--- src/rtl/kronos_types.sv ---
// Shared Kronos types: machine timer register offsets, ctrl layout
// and the byte-lane merge used by the timer's masked writes.
package kronos_types;

  localparam logic [2:0] MTIMER_MTIME_LO    = 3'd0;
  localparam logic [2:0] MTIMER_MTIME_HI    = 3'd1;
  localparam logic [2:0] MTIMER_MTIMECMP_LO = 3'd2;
  localparam logic [2:0] MTIMER_MTIMECMP_HI = 3'd3;
  localparam logic [2:0] MTIMER_CTRL        = 3'd4;

  typedef struct packed {
    logic [30:0] rsvd;
    logic        enable;
  } mtimer_ctrl_t;

  function automatic logic [31:0] mtimer_merge(
    input logic [31:0] old,
    input logic [31:0] data,
    input logic [3:0]  mask
  );
    logic [31:0] res;
    res = old;
    for (int i = 0; i < 4; i++) begin
      if (mask[i]) res[8*i +: 8] = data[8*i +: 8];
    end
    return res;
  endfunction

endpackage

--- src/rtl/kronos_machine_timer_if.sv ---
// Data-bus req/ack slave port of the machine timer.
// Master drives the request fields; slave returns ack and read data.
interface kronos_machine_timer_if;

  logic [31:0] data_addr;
  logic [31:0] data_wr_data;
  logic [3:0]  data_mask;
  logic        data_wr_en;
  logic        data_req;
  logic        data_ack;
  logic [31:0] data_rd_data;

  modport master (
    output data_addr, data_wr_data, data_mask,
    output data_wr_en, data_req,
    input  data_ack, data_rd_data
  );

  modport slave (
    input  data_addr, data_wr_data, data_mask,
    input  data_wr_en, data_req,
    output data_ack, data_rd_data
  );

endinterface

--- src/rtl/kronos_timer_counter64.sv ---
// 64-bit tick counter with per-half masked writes.
// A write to either half takes priority over the increment.
module kronos_timer_counter64
  import kronos_types::*;
(
  input  logic        clk,
  input  logic        rstz,
  input  logic        tick,
  input  logic        wr_lo,
  input  logic        wr_hi,
  input  logic [31:0] wr_data,
  input  logic [3:0]  wr_mask,
  output logic [63:0] count
);

  always_ff @(posedge clk or negedge rstz) begin
    if (!rstz) begin
      count <= '0;
    end else if (wr_lo) begin
      count[31:0] <= mtimer_merge(count[31:0], wr_data, wr_mask);
    end else if (wr_hi) begin
      count[63:32] <= mtimer_merge(count[63:32], wr_data, wr_mask);
    end else if (tick) begin
      count <= count + 64'd1;
    end
  end

endmodule

--- src/rtl/kronos_machine_timer.sv ---
// RISC-V machine timer (mtime/mtimecmp) as a req/ack data-bus slave.
// Raises timer_interrupt while mtime >= mtimecmp.
module kronos_machine_timer
  import kronos_types::*;
#(
  parameter int unsigned TICK_DIV = 1
)(
  input  logic                  clk,
  input  logic                  rstz,
  kronos_machine_timer_if.slave bus,
  output logic                  timer_interrupt
);

  localparam int PW = (TICK_DIV > 1) ? $clog2(TICK_DIV) : 1;
  localparam logic [PW-1:0] PRE_MAX = PW'(TICK_DIV - 1);

  logic         ack_q;
  logic [31:0]  rd_q;
  logic [31:0]  cmp_lo;
  logic [31:0]  cmp_hi;
  mtimer_ctrl_t ctrl;
  logic [PW-1:0] presc;
  logic         irq_q;
  logic [63:0]  mtime;
  logic [31:0]  rd_mux;
  logic [2:0]   off;
  logic         sample;
  logic         wr;
  logic         tick;
  logic         unused_addr;

  assign off    = bus.data_addr[4:2];
  assign sample = bus.data_req & ~ack_q;
  assign wr     = sample & bus.data_wr_en;
  assign tick   = ctrl.enable & (presc == PRE_MAX);

  assign unused_addr =
    ^{bus.data_addr[31:5], bus.data_addr[1:0]};

  assign bus.data_ack     = ack_q;
  assign bus.data_rd_data = rd_q;
  assign timer_interrupt  = irq_q;

  kronos_timer_counter64 u_mtime (
    .clk     (clk),
    .rstz    (rstz),
    .tick    (tick),
    .wr_lo   (wr && off == MTIMER_MTIME_LO
              && |bus.data_mask),
    .wr_hi   (wr && off == MTIMER_MTIME_HI
              && |bus.data_mask),
    .wr_data (bus.data_wr_data),
    .wr_mask (bus.data_mask),
    .count   (mtime)
  );

  always_comb begin
    rd_mux = '0;
    case (off)
      MTIMER_MTIME_LO:    rd_mux = mtime[31:0];
      MTIMER_MTIME_HI:    rd_mux = mtime[63:32];
      MTIMER_MTIMECMP_LO: rd_mux = cmp_lo;
      MTIMER_MTIMECMP_HI: rd_mux = cmp_hi;
      MTIMER_CTRL:        rd_mux = {31'd0, ctrl.enable};
      default:            rd_mux = '0;
    endcase
  end

  always_ff @(posedge clk or negedge rstz) begin
    if (!rstz) begin
      ack_q  <= 1'b0;
      rd_q   <= '0;
      cmp_lo <= '1;
      cmp_hi <= '1;
      ctrl   <= '{rsvd: '0, enable: 1'b1};
      presc  <= '0;
      irq_q  <= 1'b0;
    end else begin
      ack_q <= sample;
      if (sample && !bus.data_wr_en) rd_q <= rd_mux;
      if (wr && off == MTIMER_MTIMECMP_LO)
        cmp_lo <= mtimer_merge(cmp_lo, bus.data_wr_data,
                               bus.data_mask);
      if (wr && off == MTIMER_MTIMECMP_HI)
        cmp_hi <= mtimer_merge(cmp_hi, bus.data_wr_data,
                               bus.data_mask);
      if (wr && off == MTIMER_CTRL && bus.data_mask[0])
        ctrl.enable <= bus.data_wr_data[0];
      if (ctrl.enable) presc <= tick ? '0 : presc + PW'(1);
      irq_q <= mtime >= {cmp_hi, cmp_lo};
    end
  end

endmodule

--- src/flat_wrapper.sv ---
// flat-port wrapper written by rule: the top's interface ports become plain ports
module kronos_machine_timer_flat import kronos_types::*;
#(
  parameter int unsigned TICK_DIV = 1
)
  (clk, rstz, timer_interrupt, bus_data_addr, bus_data_wr_data, bus_data_mask, bus_data_wr_en, bus_data_req, bus_data_ack, bus_data_rd_data);
  kronos_machine_timer_if bus_i ();
  input  logic clk;
  input  logic rstz;
  output logic timer_interrupt;
  input wire logic [$bits(bus_i.data_addr)-1:0] bus_data_addr;
  input wire logic [$bits(bus_i.data_wr_data)-1:0] bus_data_wr_data;
  input wire logic [$bits(bus_i.data_mask)-1:0] bus_data_mask;
  input wire logic [$bits(bus_i.data_wr_en)-1:0] bus_data_wr_en;
  input wire logic [$bits(bus_i.data_req)-1:0] bus_data_req;
  output wire logic [$bits(bus_i.data_ack)-1:0] bus_data_ack;
  output wire logic [$bits(bus_i.data_rd_data)-1:0] bus_data_rd_data;
  assign bus_i.data_addr = bus_data_addr;
  assign bus_i.data_wr_data = bus_data_wr_data;
  assign bus_i.data_mask = bus_data_mask;
  assign bus_i.data_wr_en = bus_data_wr_en;
  assign bus_i.data_req = bus_data_req;
  assign bus_data_ack = bus_i.data_ack;
  assign bus_data_rd_data = bus_i.data_rd_data;
  kronos_machine_timer #(.TICK_DIV(TICK_DIV)) u_core (.clk(clk), .rstz(rstz), .bus(bus_i), .timer_interrupt(timer_interrupt));
endmodule
--- config.mk ---
export PLATFORM = sky130hd
export DESIGN_NAME = kronos_machine_timer_flat
export DESIGN_NICKNAME = d
export VERILOG_FILES = /design/src/rtl/kronos_types.sv /design/src/rtl/kronos_machine_timer_if.sv /design/src/rtl/kronos_timer_counter64.sv /design/src/rtl/kronos_machine_timer.sv /design/src/flat_wrapper.sv
export SDC_FILE = /design/constraint.sdc
export NUM_CORES = 1
export LEC_CHECK = 0
export CORE_MARGIN = 2
export CORE_UTILIZATION = 45
export DETAILED_ROUTE_END_ITERATION = 7
export PLACE_DENSITY = 0.74
export SLEW_MARGIN = 20
export SYNTH_ARGS = -nofsm -noshare
export SYNTH_HDL_FRONTEND = slang
export SYNTH_SLANG_ARGS = --single-unit
--- constraint.sdc ---
create_clock -name clk -period 5.4 [get_ports clk]
set_clock_uncertainty 0.05 [all_clocks]
set_input_delay 1.08 -clock clk [delete_from_list [all_inputs] [get_ports clk]]
set_output_delay 1.08 -clock clk [all_outputs]
set_load 0.1 [all_outputs]
Yosys cells after proc, flatten, opt, wreduce, memory -nomap -nowiden

Index checks and enable logic that the tools add are counted.

Reductions and logical operators: 30
Shift operators: 0
Bitwise gates (word level): 6
Equality and inequality tests: 13
Divide/modulo/power cells: 0
$mul: 0
Muxes and demuxes: 10
Add/sub/neg operators: 2
Magnitude comparators: 1

Operator list:

| kind                    | count |
|---|---|
| $pmux W32 S5            | 1 |
| $mux W32                | 3 |
| $add A64 B1 Y64 const B | 1 |
| $ge A64 B64 Y1          | 1 |
| $mux W64                | 1 |
| $mux W8                 | 4 |
| $reduce_and A3 Y1       | 8 |
| $ne A2 B2 Y1 const B    | 9 |
| $reduce_and A2 Y1       | 8 |
| $logic_and A1 B1 Y1     | 9 |
| $eq A3 B2 Y1 const B    | 2 |
| $reduce_bool A2 Y1      | 2 |
| $reduce_or A4 Y1        | 1 |
| $and A1 B1 Y1           | 3 |
| $eq A3 B1 Y1 const B    | 1 |
| $eq A3 B3 Y1 const B    | 1 |
| $logic_not A3 Y1        | 1 |
| $not A1 Y1              | 3 |
| $add A1 B1 Y1 const B   | 1 |
| $logic_not A1 Y1        | 1 |
| $mux W1                 | 1 |

Flip-flop bits (word level): 164
Bits in writable memories: 0
Bits in latches: 0
Memory bits (read-only): 0
Memories: 0

Longest topological paths before layout

Depth after elaboration: 7
Mapped depth: 9

Cells and area by module

From an unflattened synthesis, not the netlist that was laid out.

Cells, all modules: 1148
Area, all modules: 10558.9 um2

By module, submodules not included:

| module                 | cells an instance | times used | area each (um2) |
|---|---|---|---|
| kronos_machine_timer   | 563               | 1          | 6075.8 |
| kronos_timer_counter64 | 585               | 1          | 4483.0 |

Worst setup path before layout

OpenSTA, ideal clock, no wires.

Path type: input to register
Start: input bus_data_mask[1]
End: register u_core.u_mtime.count[56]
Path buffers: 2
Setup time: 127 ps
Required time: 5223 ps
Stages: 6
Arrival time: 2592 ps
Slack: 2631 ps
Cell sequence: buf_2 -> or4_1 -> nand2_4 -> clkbuf_1 -> a21oi_1 -> o2bb2a_1

Longest elaborated chain between the ends: 4
Elaborated cells between the ends (all ways): 8

RTL lines:

| item                                           | line                                                   | text |
|---|---|---|
| start: declaration                             | flat_wrapper.sv:13                                     | `input wire logic [$bits(bus_i.data_mask)-1:0] bus_data_mask;` |
| $reduce_or A4 Y1 (*)                           | kronos_machine_timer.sv:49, kronos_machine_timer.sv:51 |  |
| $logic_and A1 B1 Y1, on equally long branches  | kronos_machine_timer.sv:51, kronos_machine_timer.sv:49 |  |
| $ne A2 B2 Y1 (no line) (tied with other cells) | n/a                                                    |  |
| $reduce_and A3 Y1 (no line)                    | n/a                                                    |  |
| end signal: assignment                         | kronos_timer_counter64.sv:22                           | `count[63:32] <= mtimer_merge(count[63:32], wr_data, wr_mask);` |
| end signal: assignment                         | kronos_timer_counter64.sv:24                           | `count <= count + 64'd1;` |
| end: declaration                               | kronos_timer_counter64.sv:13                           | `output logic [63:0] count` |

Every way passes the cells marked *; elsewhere a longest branch is shown, timed or not.
A chain may end at the register's enable or synchronous reset.

Worst setup path in the final report

Start: input bus_data_addr[3]
End: register u_core.cmp_lo[9]

Longest elaborated chain between the ends: 3

RTL lines:

| item                        | line                       | text |
|---|---|---|
| start: declaration          | flat_wrapper.sv:11         | `input wire logic [$bits(bus_i.data_addr)-1:0] bus_data_addr;` |
| $eq A3 B2 Y1                | kronos_machine_timer.sv:81 | `if (wr && off == MTIMER_MTIMECMP_LO)` |
| $logic_and A1 B1 Y1         | kronos_machine_timer.sv:81 |  |
| $reduce_and A2 Y1 (no line) | n/a                        |  |
| end signal: assignment      | kronos_machine_timer.sv:82 | `cmp_lo <= mtimer_merge(cmp_lo, bus.data_wr_data,` |
| end: declaration            | kronos_machine_timer.sv:19 | `logic [31:0] cmp_lo;` |

No other way between the ends.

==> summary.md <==
| Metric | Value |
|---|---|
| Seq/Total Area, Yosys | 0.4035 |
| Worst-Margin Slew | 1.045 ns |
| Syn_nets | 1262 |
| Die Y | 155.8 um |
| RSZ-0062 raised after global routing | false |
| Min cycle time layout | 4.244 ns |
| Worst setup SP type | primary input |
| Fin. Hold Viols | 0 |
| Core Util, Final | 0.5239 |
| GRT Total Usage | 0.2625 |
| Met1 Usage GRT | 0.3566 |
| Post-Route Setup TNS | 0 ns |
| Grt met3 use | 0.05583 |
| IR drop worst, VDD | 189.9 uV |
| GR Util met2 | 0.4117 |
| Antenna Cells | 0 |
| Final instance area | 11860 um2 |
| DRC Markers | 0 |
| Cell Pwr Density | 331.0 nW/um2 |
| Max-slew violation count | 0 |
| Vias per Instance | 6.368 |
| Place WS | 0.8675 ns |
| Total power | 3.926 mW |
| Global-route wire length before repair | 49.62 mm |
| Sink Count | 164 |
| CTS clk-pin slew, worst paths | 0.07 ns |
| Total global routing overflow | 0 |
| Final ANT Viol Nets | 0 |
| GRT busiest layer | met2 |
| Ys flop type | dfrtp_1 |
| Hpwl dp | 22.49 mm |
| CTS HTree Levels | 4 |
| Final net count | 1308 |
| Initial drt markers | 925 |
| Synth Warn # | 0 |
| Total CTS buffers | 17 |
| Max Clock Freq | 235.6 MHz |
| CP endpoint kind | register |
| Post-placement cell area | 11300 um2 |
| Mapped Cells | 1125 |
| Worst-skew pair later-pin latency | 0.43 ns |
| DRT Pass-1 Iters | 6 |
| Share of cells above drive strength 1 | 0.1715 |
| Final setup fails | 0 |
| Static leakage | 4.707 nW |
| Worst path required time | 5.71 ns |
| Post-CTS Resized | 0 |
| Setup CP Type | in -> reg |
| Fin crit share | 0.7860 |
| Initial antenna violation count | 0 |
| CTS Hold Buffers Added | 0 |
| Worst hold path class | reg -> reg |
| CTS Root Buffer Type | clkbuf_16 |
| CP max FO | 16 |
| Final wirelength | 31.31 mm |
| Inst Count DP | 1437 |
| Die X | 155.8 um |
| Core Footprint | 22640 um2 |
| Post-synth EDFFs | 0 |
| Worst-case clock buffer depth | 2 |
| CTS tree | built |
| Number of global-route vias before repair | 8878 |
| Ports | 106 |
| #FFs+latches synth | 164 |
| Worst hold margin | 0.4286 ns |
| Mean post-synth cell area | 9.219 um2 |
| Initial core utilization | 0.4581 |
| GPL Wtd Cong | 0.9528 |
| Status | finished clean |
| Rel. slew slack | 0.2932 |
| Rows | 55 |
| Unique cell type count in the Yosys netlist | 70 |
| Async S/R FF share, synth | 1.000 |
| PnR worst setup slack | 1.156 ns |
| Largest net degree at the start of global routing | 90 |
| Max-Cap Viols | 0 |
| Area growth from synthesis to layout | 14.37% |
| Via count | 9354 |
| Synth Cell Area | 10370 um2 |
| WP data arrival | 4.56 ns |
| Final Non-Filler Cells | 1469 |
| IO buf count | 76 |
| Die area | 24280 um2 |
| # Post-CTS Setup Buffers | 0 |
| WL per Instance | 21.31 um |
-- final timing paths --
path	slack, ns	startpoint	cells after the start	end
min in group asynchronous	0.62	rstz	1	u_core.bus.data_rd_data[21]
worst min-delay path	0.43	u_core.bus.data_rd_data[2]	2	u_core.bus.data_rd_data[2]
worst min register to register	0.43	u_core.bus.data_rd_data[2]	2	u_core.bus.data_rd_data[2]
max in group asynchronous	3.72	rstz	2	u_core.cmp_hi[6]
worst max-delay path	1.16	bus_data_addr[3]	7	u_core.cmp_lo[9]
worst max register to register	2.45	u_core.u_mtime.count[0]	7	u_core.u_mtime.count[46]
-- cell usage after synthesis, types with 3 or more instances --
master	count	area [um2]
and2_1	3	18.77
a31oi_1	17	106.4
buf_2	21	105.1
a22oi_1	3	22.52
o22a_1	31	271.5
nand2_1	114	427.9
and3_1	13	81.33
a21oi_1	99	495.5
a21o_1	13	97.59
o21a_1	6	45.04
nand3_1	40	200.2
nor2b_1	5	31.28
nor2_1	67	251.5
nor3_2	5	50.05
inv_1	69	259.0
o211ai_1	3	22.52
a21oi_2	4	35.03
nand2b_1	5	31.28
nor4_1	10	62.56
nor3_1	13	65.06
mux2_2	63	709.4
o22ai_1	31	193.9
nand2_2	5	31.28
clkbuf_1	30	112.6
dfstp_2	65	1708
buf_6	5	56.30
nand4_1	20	125.1
ha_1	65	813.3
a311oi_1	3	26.28
o2bb2a_1	6	60.06
or3_1	3	18.77
a221oi_1	36	315.3
a211oi_1	5	37.54
and4_1	10	87.58
dfrtp_1	99	2477
o21ai_0	93	465.5
-- cell usage in the layout (no fill, tap or decap), types with 6 or more instances in the layout --
master	netlist	routed
nand2_1	114	113
clkdlybuf4s50_1	0	75
dfstp_2	65	65
inv_1	69	69
a21oi_1	99	99
ha_1	65	65
o22a_1	31	31
mux2_2	63	63
and4_1	10	10
o21a_1	6	6
and3_1	13	13
o21ai_0	93	93
nor3_1	13	13
nand4_1	20	20
o22ai_1	31	31
a21o_1	13	13
nor2_1	67	66
dfrtp_1	99	99
buf_4	0	7
clkbuf_16	0	17
a221oi_1	36	36
o2bb2a_1	6	6
nor4_1	10	10
a31oi_1	17	17
nand3_1	40	40
-- per-layer routing --
metal,part of all wire,vias up,wire length (um)
met4,0.030,0,941
met2,0.46,443,14450
met1,0.43,4566,13360
li1,-,4278,-
met5,0,-,0
met3,0.082,67,2559
-- flip-flops by register name, summed over array words and instances (netlist names) --
register	count
u_core.u_mtime.count	64
u_core.bus.data_ack	1
u_core.cmp_lo	32
u_core.bus.data_rd_data	32
u_core.cmp_hi	32
u_core.presc	1
u_core.timer_interrupt	1
u_core.ctrl	1
-- layout make-up --
cell class              count  area [um2]
clock buffers              19       452.9
multi-input cells         834        5669
inverters                  70       262.8
repair buffers             84       834.6
flip-flops and latches    164        4185
clock inverters            13       100.1
fillers                  2028       10780
well taps                 285       356.6
-- cell families (layout without fill, tap and decap cells) --
logic type,Yosys count,count (layout),synth area share
AND/OR/NAND/NOR,336,336,0.1681
adder cells (fa/ha/maj),65,65,0.07842
multiplexers,67,67,0.07251
flip-flops,164,164,0.4035
AO/OA/AOI/OAI,366,366,0.2252
buffers and inverters,127,186,0.05224
-- worst max-delay path: stages --
cell             delay [ns]
clkdlybuf4s50_1        0.71
inv_1                  0.11
nor3_1                 0.82
inv_1                  0.62
nor2_1                 0.57
nand2_2                0.30
mux2_2                 0.35
-- power breakdown --
group,total (mW),switching [mW],internal [mW]
clock network,1.16,0.545,0.618
registers,1.68,0.215,1.47
logic,1.08,0.678,0.403
total,3.93,1.44,2.49
Power figures use the tool's default switching activity.
